## config.mk

```make
export PLATFORM = sky130hd
export DESIGN_NAME = iter_divider
export DESIGN_NICKNAME = d
export VERILOG_FILES = /design/src/rtl/div_pkg.sv /design/src/rtl/div_sign_fix.sv /design/src/rtl/iter_divider.sv
export SDC_FILE = /design/constraint.sdc
export NUM_CORES = 1
export LEC_CHECK = 0
export BUFFER_PORTS_ARGS = -buffer_cell sky130_fd_sc_hd__buf_4
export CAP_MARGIN = 20
export CORE_ASPECT_RATIO = 0.6
export CORE_MARGIN = 10
export CORE_UTILIZATION = 25
export DETAILED_ROUTE_END_ITERATION = 10
export GPL_TIMING_DRIVEN = 0
export PLACE_DENSITY_LB_ADDON = 0.12
export SYNTH_ARGS = -nofsm -noshare
export SYNTH_HDL_FRONTEND = slang
export SYNTH_SLANG_ARGS = --single-unit
```

## constraint.sdc

```tcl
create_clock -name clk -period 4.3 [get_ports clk]
set_input_delay 0.215 -clock clk [delete_from_list [all_inputs] [get_ports clk]]
set_output_delay 0.215 -clock clk [all_outputs]
set_load 0.02 [all_outputs]
```

## src/rtl/div_pkg.sv

```systemverilog
// rtl/div_pkg.sv - shared state encoding and sign helpers for the iterative divider
package div_pkg;

    typedef enum logic [1:0] {
        IDLE,
        CALC,
        FIX,
        DONE
    } div_state_t;

    // Two's-complement magnitude of a value whose sign has already been decided.
    function automatic logic [31:0] magnitude(input logic [31:0] value, input logic is_neg);
        return is_neg ? (~value + 32'd1) : value;
    endfunction

    function automatic logic [31:0] apply_sign(input logic [31:0] value, input logic make_neg);
        return make_neg ? (32'd0 - value) : value;
    endfunction

endpackage

```

## src/rtl/div_sign_fix.sv

```systemverilog
// rtl/div_sign_fix.sv - turns unsigned quotient/remainder magnitudes into the final signed results
module div_sign_fix
    import div_pkg::*;
#(
    parameter int A_WIDTH  = 10,
    parameter int B_WIDTH  = 10,
    parameter int TC_MODE  = 0,
    parameter int REM_MODE = 1
) (
    input  logic [A_WIDTH-1:0] q_mag,
    input  logic [B_WIDTH-1:0] r_mag,
    input  logic [B_WIDTH-1:0] b_val,
    input  logic               a_neg,
    input  logic               b_neg,
    input  logic               b_zero,
    output logic [A_WIDTH-1:0] quotient,
    output logic [B_WIDTH-1:0] remainder
);

    localparam logic [A_WIDTH-1:0] Q_MAX_POS = {1'b0, {(A_WIDTH-1){1'b1}}};
    localparam logic [A_WIDTH-1:0] Q_MAX_NEG = {1'b1, {(A_WIDTH-1){1'b0}}};

    always_comb begin
        quotient  = A_WIDTH'(apply_sign(32'(q_mag), a_neg ^ b_neg));
        remainder = B_WIDTH'(apply_sign(32'(r_mag), a_neg));
        // Modulus takes the divisor's sign: shift a nonzero remainder by one divisor.
        if (REM_MODE == 0 && r_mag != '0 && a_neg != b_neg) begin
            remainder = remainder + b_val;
        end
        if (b_zero) begin
            remainder = '0;
            if (TC_MODE != 0) begin
                quotient = a_neg ? Q_MAX_NEG : Q_MAX_POS;
            end else begin
                quotient = '1;
            end
        end
    end

endmodule

```

## src/rtl/iter_divider.sv

```systemverilog
// rtl/iter_divider.sv - restoring divider, one quotient bit per cycle, valid/ready handshakes
module iter_divider
    import div_pkg::*;
#(
    parameter int A_WIDTH  = 10,
    parameter int B_WIDTH  = 10,
    parameter int TC_MODE  = 0,
    parameter int REM_MODE = 1
) (
    input  logic               clk,
    input  logic               rst,
    input  logic               in_valid,
    output logic               in_ready,
    input  logic [A_WIDTH-1:0] a,
    input  logic [B_WIDTH-1:0] b,
    output logic               out_valid,
    input  logic               out_ready,
    output logic [A_WIDTH-1:0] quotient,
    output logic [B_WIDTH-1:0] remainder,
    output logic               divide_by_0
);

    localparam int CNT_W = $clog2(A_WIDTH + 1);

    div_state_t         state, state_n;
    logic [CNT_W-1:0]   cnt;
    logic [A_WIDTH-1:0] q_sh;
    logic [B_WIDTH-1:0] rem_sh;
    logic [B_WIDTH-1:0] b_mag;
    logic [B_WIDTH-1:0] b_val;
    logic               a_neg, b_neg, b_zero;
    logic               in_a_neg, in_b_neg;
    logic [B_WIDTH:0]   trial;
    logic               ge;
    logic [A_WIDTH-1:0] q_fix;
    logic [B_WIDTH-1:0] r_fix;

    assign in_ready  = (state == IDLE);
    assign out_valid = (state == DONE);
    assign in_a_neg  = (TC_MODE != 0) && a[A_WIDTH-1];
    assign in_b_neg  = (TC_MODE != 0) && b[B_WIDTH-1];

    // q_sh doubles as dividend shifter and quotient accumulator.
    assign trial = {rem_sh, q_sh[A_WIDTH-1]};
    assign ge    = (trial >= {1'b0, b_mag});

    always_ff @(posedge clk) begin
        if (rst) begin
            state <= IDLE;
        end else begin
            state <= state_n;
        end
    end

    always_comb begin
        state_n = state;
        case (state)
            IDLE:    if (in_valid) state_n = (b == '0) ? FIX : CALC;
            CALC:    if (cnt == CNT_W'(A_WIDTH - 1)) state_n = FIX;
            FIX:     state_n = DONE;
            DONE:    if (out_ready) state_n = IDLE;
            default: state_n = IDLE;
        endcase
    end

    always_ff @(posedge clk) begin
        if (rst) begin
            cnt         <= '0;
            q_sh        <= '0;
            rem_sh      <= '0;
            b_mag       <= '0;
            b_val       <= '0;
            a_neg       <= 1'b0;
            b_neg       <= 1'b0;
            b_zero      <= 1'b0;
            quotient    <= '0;
            remainder   <= '0;
            divide_by_0 <= 1'b0;
        end else begin
            case (state)
                IDLE: begin
                    if (in_valid) begin
                        q_sh   <= A_WIDTH'(magnitude(32'(a), in_a_neg));
                        rem_sh <= '0;
                        b_mag  <= B_WIDTH'(magnitude(32'(b), in_b_neg));
                        b_val  <= b;
                        a_neg  <= in_a_neg;
                        b_neg  <= in_b_neg;
                        b_zero <= (b == '0);
                        cnt    <= '0;
                    end
                end
                CALC: begin
                    q_sh   <= {q_sh[A_WIDTH-2:0], ge};
                    rem_sh <= ge ? (trial[B_WIDTH-1:0] - b_mag) : trial[B_WIDTH-1:0];
                    cnt    <= cnt + CNT_W'(1);
                end
                FIX: begin
                    quotient    <= q_fix;
                    remainder   <= r_fix;
                    divide_by_0 <= b_zero;
                end
                default: ;
            endcase
        end
    end

    div_sign_fix #(
        .A_WIDTH (A_WIDTH),
        .B_WIDTH (B_WIDTH),
        .TC_MODE (TC_MODE),
        .REM_MODE(REM_MODE)
    ) u_sign_fix (
        .q_mag    (q_sh),
        .r_mag    (rem_sh),
        .b_val    (b_val),
        .a_neg    (a_neg),
        .b_neg    (b_neg),
        .b_zero   (b_zero),
        .quotient (q_fix),
        .remainder(r_fix)
    );

endmodule

```

# Word level (Yosys, flattened, before mapping)
# Index checks and enable logic that the tools add are counted.
# Widths: inputs -> output; s select.
classes:
  eq_ne: 7
  reduce_logical: 6
  n_lt_le_gt_ge: 1
  n_addsub: 2
  muxes: 14
ops:
  columns: ["op", "count"]
  rows:
  - ["$mux 10", 5]
  - ["$pmux 10 s2", 2]
  - ["$ge 11x10->1", 1]
  - ["$logic_not 10->1", 1]
  - ["$sub 10x10->10", 1]
  - ["$mux 2", 4]
  - ["$pmux 2 s4", 1]
  - ["$pmux 4 s2", 1]
  - ["$add 4x1->4 const B", 1]
  - ["$eq 2x2->1 const B", 2]
  - ["$eq 4x4->1 const B", 1]
  - ["$mux 4", 1]
  - ["$ne 2x2->1 const B", 2]
  - ["$reduce_and 2->1", 2]
  - ["$reduce_and 3->1", 1]
  - ["$eq 2x1->1 const B", 1]
  - ["$logic_not 2->1", 1]
  - ["$ne 2x1->1 const B", 1]
  - ["$reduce_bool 2->1", 1]
word_totals:
  out_inout_bits: 23
  input_bits: 24
  reg_bits: 58
  wordCells: 39

# Logic depth before layout (Yosys ltp)
# Gate-level depths: netlist (run 1).
depth:
  depth_word: 4
  depth_mapped: 10
  depth_no_buf: 10

# Cells and area by module
# A second synthesis (run 1) with hierarchy kept.
hier_totals:
  cells_unflattened: 410
  hier_area_um2: 3478.3
modules_own_cells:
  columns: ["module", "seq_area_each_um2", "cells_per_inst", "n_inst", "area_per_inst_um2"]
  rows:
  - ["iter_divider", 1161.1, 334, 1, 2982.9]
  - ["div_sign_fix", 0.0, 76, 1, 495.5]

# Least setup slack after synthesis (run 1)
# Ideal clock, no wire load.
synth_timing:
  path_kind: "register -> register"
  from: "register q_sh[9]"
  to: "register rem_sh[6]"
  setup_slack_ns: 2.362
  t_arrival_ns: 1.808
  path_stages_with_launch: 11
  t_required_ns: 4.170
  setup_time_ns: 0.130
  n_path_buf: 0
  period_less_slack_ns: 1.938
  cell_sequence: "dfxtp_1 inv_1 ha_1 inv_1 fa_1 nand3_1 a21boi_1 o21a_1 or3_1 a21boi_1 o31ai_2"
synth_between:
  elab_chain_len: 3
  word_cells_on_any_way: 4
  classes_between: "add/sub: 1; order compare: 1; mux: 2"
synth_lines:
  columns: ["item", "line", "source"]
  rows:
  - ["from (decl)", "iter_divider.sv:27", "logic [A_WIDTH-1:0] q_sh;"]
  - ["from (signal assigned)", "iter_divider.sv:83", "q_sh <= A_WIDTH'(magnitude(32'(a), in_a_neg));"]
  - ["from (signal assigned)", "iter_divider.sv:94", "q_sh <= {q_sh[A_WIDTH-2:0], ge};"]
  - ["$sub 10x10->10 / $ge 11x10->1 (equally long branches)", "iter_divider.sv:95, iter_divider.sv:45", null]
  - ["$mux 10 (*)", "iter_divider.sv:95", "rem_sh <= ge ? (trial[B_WIDTH-1:0] - b_mag) : trial[B_WIDTH-1:0];"]
  - ["$pmux 10 s2 (*)", "iter_divider.sv:80", "case (state)"]
  - ["to (signal assigned)", "iter_divider.sv:95", null]
  - ["to (decl)", "iter_divider.sv:28", "logic [B_WIDTH-1:0] rem_sh;"]
# Mark *: on every way between the ends. The rest lies on a longest branch, timed or not.
# A chain may end at the register's enable or synchronous reset.

# Worst setup path in the final report (run 1)
# Ends and elaborated chain as after synthesis.

==> results of run 1 <==
## final timing paths
check	startpoint	end	slack, ns	cells past startpoint
worst max register to register	q_sh[9]$_SDFFE_PP0P_	rem_sh[6]$_SDFFE_PP0P_	2.16	10
worst min register to register	b_mag[6]$_SDFFE_PP0P_	b_mag[6]$_SDFFE_PP0P_	0.45	2
worst min-delay path	b[3]	b_mag[3]$_SDFFE_PP0P_	0.15	3
worst max-delay path	q_sh[9]$_SDFFE_PP0P_	rem_sh[6]$_SDFFE_PP0P_	2.16	10
## per-layer routing
metal	up-vias	global-route usage [%]	wire [um]
li1	1325	-	-
met1	1106	16.3	5150
met2	47	11.1	2750
met3	9	3.76	424
met4	0	3.49	114
met5	-	0	0
## layout make-up
| type | instances | area (sq um) |
|---|---|---|
| clock inverters | 6 | 35.0 |
| well taps | 160 | 200 |
| clock buffers | 9 | 225 |
| repair buffers | 45 | 338 |
| flip-flops and latches | 58 | 1160 |
| plain buffers | 19 | 86.3 |
| fillers | 1244 | 7730 |
| inverters | 17 | 65.1 |
| multi-input cells | 253 | 1690 |
## registers in the layout, summed over array words and instances (netlist names)
signal	count
b_mag	10
b_zero	1
cnt	4
divide_by_0	1
q_sh	10
quotient	10
rem_sh	10
remainder	10
state	2
## worst max-delay path, cell delays in order (launching register included)
cell,delay [ns]
dfxtp_1,0.31
inv_1,0.07
ha_1,0.16
inv_1,0.06
fa_1,0.39
nand3_1,0.15
a21boi_1,0.08
o21a_1,0.19
or3_1,0.31
a21boi_1,0.22
o31ai_2,0.08
## power by group through the flow
stage	registers [mW]	logic (mW)	clock network (mW)
finish	0.750	1.42	0.624
global route	0.767	1.58	0.669
CTS	0.749	1.43	0.644
detailed placement	0.759	1.42	0
global placement	0.757	1.42	0
floorplan	0.767	1.07	0
## per-stage QoR
stage          util (%)  hold WS, ns  area (sq um)
3_5_place_dp       30.7        0.447          3540
2_1_floorplan         -        0.351          3000
5_1_grt            32.9        0.140          3800
6_report           32.9        0.146          3800
3_3_place_gp       30.7        0.446          3540
4_1_cts            32.9        0.136          3800
## cells by family after synthesis
family	Yosys count
AOI/OAI and AO/OA	86
buffers and inverters	36
muxes	20
xor gates and xnor gates	6
and+or+nand+nor	124
DFF	58
adders and majority gates	17
## cells in the final DEF (no fill, tap or decap), types with 3 or more instances in the layout
master and n:
xnor2_1 4, clkbuf_16 9, inv_1 16, dfxtp_1 58, a211oi_1 10, nand2b_1 13
nand3b_1 10, o22ai_1 10, nand2_1 37, nor2_1 39, mux2i_1 19, nor2b_1 6
buf_2 3, ha_1 16, a22oi_1 3, buf_4 45, nand3_1 4, o21ai_1 9
clkbuf_1 14, clkinv_2 5, a21oi_1 28, a21o_1 8
==> flow_summary.toml, run 1 <==
[clock_tree]
clkTransAtPathRegs_ns = 0.05
cts.path.max_buffers = 2
numCtsBuffers = 9
cts.sinks = 58
hold_buffers = 0
postCtsSetupRepairBufs = 0
cts_tree = "done"
clockRootBuffer = "clkbuf_16"
h-tree-depth = 3
post_cts_resize_count = 0
clock_latency_ns = 0.33

[drt]
dr.pass1.iters = 4
wire_per_inst_um = 14.9
antenna_left = 0
vias = 2487
drcViolationCount = 0
drt_iter0_drc = 152
via_per_inst = 4.39
finalWirelength_mm = 8.44

[placement]
dp_slack_ns = 2.17
gp_routability_congestion = 0.791
hpwl_mm = 6.70
port_buffers = 45
dp_cells = 552

[power]
power_switching_mw = 1.15
p_leak_nw = 1.53
swShare_pct = 41.0
p_seq_share_pct = 26.9
peakVddDrop_uv = 261
powerDensity_nw_per_um2 = 736
p_comb_share_pct = 50.8
p_total_mw = 2.79
p_clk_share_pct = 22.3
p_int_mw = 1.65

[critical_path]
critPathRequiredTime_ns = 4.50
crit_type = "reg -> reg"
cp_max_fo = 3
arrival_ns = 2.34
cp-start-kind = "flip-flop"
cp-end-kind = "flip-flop"

[worst_hold_path]
holdCritPathClass = "in -> reg"

[global_route]
grt_pass1_vias = 2497
antenna_found_initial = 0
grt_max_degree = 11
grt_use_total_pct = 10.1
overflow = 0
grt_first_pass_wirelength_mm = 13.6

[logic_synthesis]
synth_top_family_by_area = "simple AND/OR/NAND/NOR gates"
yosys_warnings = 0
syn_avg_cell_area_sq_um = 8.64
synth_fp_nets = 388
synth_ff_type = "dfxtp_1"
netlist-cell-type-count = 53
synth_fa_ha_area_share_pct = 7.35
synth_seq_cells = 58
synth_top_area_share_pct = 38.7
synth_common_cells = "58 x dfxtp_1, 39 x nor2_1, 37 x nand2_1, 28 x a21oi_1, 19 x mux2i_1"
yosysTopAreaCell = "dfxtp_1"
synthArstFlopShare_pct = 0
ys_seq_area_share_pct = 38.7
synth_xor_area_share_pct = 1.75
netlist_top_cells_area = "dfxtp_1 39%, ha_1 6.7%, mux2i_1 6.3%, nor2_1 4.9%, a21oi_1 4.7%"
netlist_area_sq_um = 3000
synth_most_common_cell = "dfxtp_1"
synth_mux_area_share_pct = 6.72
synth_compound_area_share_pct = 19.9
synth-simple-area-share_pct = 20.5
synthCells = 347
synth-edff-count = 0

[sta]
timing.fmax_ghz = 0.466
min_period_over_period_pct = 49.9
tns_ns = 0
rsz0062_at_grt = "false"
fin_crit_ns = 2.14
slew_viol_final = 0
worst_pin_slew_ns = 0.673
slew_headroom_pct = 54.9
finalHoldViolCount = 0
setup_viol = 0
skew_ns = 0.00542
fin_ws_ns = 2.16

[finish]
diodes = 0
area_growth_pct = 26.6
final_cells = 567
drive_gt1_share_pct = 18.9
final_nets = 444

[die]
rows = 30
die_w_um = 161
ioPinCount = 47
die_area_sq_um = 16900
initial_utilization_pct = 26.0
core_area_sq_um = 11500
dieHeight_um = 105

[flow_run]
drv_cap = 0

[status]
status = "completed"
(Power assumes the default switching activity.)
==> inputs of run 2 (changes only) <==
==> constraint.sdc (replaced) <==
create_clock -name clk -period 1.9 [get_ports clk]
set_input_delay 0.095 -clock clk [delete_from_list [all_inputs] [get_ports clk]]
set_output_delay 0.095 -clock clk [all_outputs]
set_load 0.02 [all_outputs]
==> run 2 against run 1 <==
Against the previous run:
- utilization is 3.6 points higher
- hold slack worse by 0.13 ns
- flip-flop and latch count did not move
- the run now ends with setup timing left
- highest routed layer unchanged
- sequential power up 130%
- wire length up 9.5%
- combinational power grew to 3.0 times the previous value
- critical path depth shrank 1
- final area increased by 11%
- critical path type unchanged
- global-route usage increased by 0.73 points
- register-to-register slack worse by 2.3 ns
==> flow_summary.toml, run 2 (synthesis results as in run 1) <==
[sta]
skew_ns = 0.00412
finalHoldViolCount = 0
setup_viol = 10
tns_ns = -1.08
slew_headroom_pct = 57.4
rsz0062_at_grt = "true"
fin_crit_ns = 2.04
timing.fmax_ghz = 0.490
fin_ws_ns = -0.141
slew_viol_final = 0
min_period_over_period_pct = 107
worst_pin_slew_ns = 0.639

[clock_tree]
hold_buffers = 0
clockRootBuffer = "clkbuf_16"
h-tree-depth = 3
cts_tree = "done"
cts.sinks = 58
clock_latency_ns = 0.33
clkTransAtPathRegs_ns = 0.05
numCtsBuffers = 9
cts.path.max_buffers = 2

[critical_path]
critPathTopFamily = "compound AO/OA/AOI/OAI gates"
cp-end-kind = "flip-flop"
crit_slowest_cell = "dfxtp_4"
cp_max_fo = 4
crit_type = "reg -> reg"
timing.critical_path.buf_inv = 3
cpPeakStageDelay_ns = 0.37
cp-start-kind = "flip-flop"
critPathRequiredTime_ns = 2.11
arrival_ns = 2.25
crit_top_cell = "buf_4"
cp_cell_sequence = "ha_4 > buf_4 > buf_4 > buf_4 > a21boi_2 > o21a_1 > or3_4 > a21boi_4 > o31ai_2"

[flow_run]
drv_cap = 0

[drt]
finalWirelength_mm = 9.25
drcViolationCount = 0
antenna_left = 0
wire_per_inst_um = 15.8
drt_iter0_drc = 134
via_per_inst = 4.51
vias = 2650
dr.pass1.iters = 4

[finish]
final_nets = 463
area_growth_pct = 40.3
final_cell_mix = "65 x buf_4, 45 x dfxtp_1, 38 x nor2_1, 37 x nand2_1, 27 x a21oi_1"
final_area_sq_um = 4210
layout_commonest_cell = "buf_4"
drive_gt1_share_pct = 34.0
diodes = 0

[global_route]
overflow = 0
grt_first_pass_wirelength_mm = 14.6
antenna_found_initial = 0
grt_pass1_vias = 2641
grt_max_degree = 11
grt_use_total_pct = 10.9

[power]
peakVddDrop_uv = 696
p_leak_nw = 1.67
p_total_mw = 7.43
powerDensity_nw_per_um2 = 1770

[status]
violations = "setup timing"
status = "finished, violations left"

[placement]
hpwl_mm = 6.69
gp_routability_congestion = 0.794
place_area_sq_um = 3540
port_buffers = 45

[die]
die_area_sq_um = 16900
rows = 30
dieHeight_um = 105
core_area_sq_um = 11500
die_w_um = 161
initial_utilization_pct = 26.0
ioPinCount = 47

[worst_hold_path]
holdCritPathClass = "in -> reg"
-- run 2: cell types whose count changed in the layout (fill, tap and decap cells not counted), moves of 7 or more --
cell and delta:
inv_2 +7, ha_1 -10, inv_1 -7, ha_4 +8
dfxtp_2 +12, dfxtp_1 -13, buf_4 +20
-- run 2: worst paths after layout --
path	from	end	slack, ns	depth (start not counted)
setup reg to reg	rem_sh[3]$_SDFFE_PP0P_	rem_sh[6]$_SDFFE_PP0P_	-0.14	9
setup / recovery	rem_sh[3]$_SDFFE_PP0P_	rem_sh[6]$_SDFFE_PP0P_	-0.14	9
hold / removal	b[3]	b_mag[3]$_SDFFE_PP0P_	0.02	3
hold reg to reg	b_mag[8]$_SDFFE_PP0P_	b_mag[8]$_SDFFE_PP0P_	0.45	2
-- run 2: metrics by stage --
| step | utilization [%] | hold WS, ns | cells | setup slack [ns] |
|---|---|---|---|---|
| 2_1_floorplan | - | 0.231 | 347 | 0.00452 |
| 3_3_place_gp | 30.7 | 0.363 | 552 | -0.263 |
| 5_1_grt | 36.5 | 0.0149 | 587 | -0.192 |
| 3_5_place_dp | 30.7 | 0.363 | 552 | -0.257 |
| 4_1_cts | 35.1 | 0.00504 | 578 | -0.124 |
| 6_report | 36.5 | 0.0151 | 587 | -0.141 |
-- run 2: repair_timing --
item                       CTS  global route
gates cloned                 1             0
resized for setup           36            27
setup endpoints to repair   32            26
buffers inserted            11             9
pin swaps                   12            14
-- run 2: power breakdown --
group	switching, mW	internal [mW]	total, mW
clock	0.533	0.910	1.44
sequential	0.238	1.49	1.73
combinational	2.16	2.09	4.26
-- run 2: cell type report --
type                       count  area [sq um]
timing repair buffer          66           517
buffer                        17          86.3
multi-input combinational    253          1890
inverter                      17          65.1
clock buffer                  13           250
clock inverter                 3          15.0
tap                          160           200
sequential                    58          1180
fill                        1221          7320
-- run 2: metal layers --
| metal | track usage (%) | vias up | wire length [um] |
|---|---|---|---|
| li1 | - | 1369 | - |
| met1 | 16.7 | 1211 | 5220 |
| met2 | 13.0 | 61 | 3350 |
| met3 | 3.92 | 9 | 568 |
| met4 | 3.69 | 0 | 102 |
| met5 | 0 | - | 0 |
-- run 2: worst register-to-register path, stage by stage, from the launching register on --
cell	delay, ns
dfxtp_4	0.37
ha_4	0.24
buf_4	0.14
buf_4	0.13
buf_4	0.13
a21boi_2	0.15
o21a_1	0.21
or3_4	0.34
a21boi_4	0.15
o31ai_2	0.07
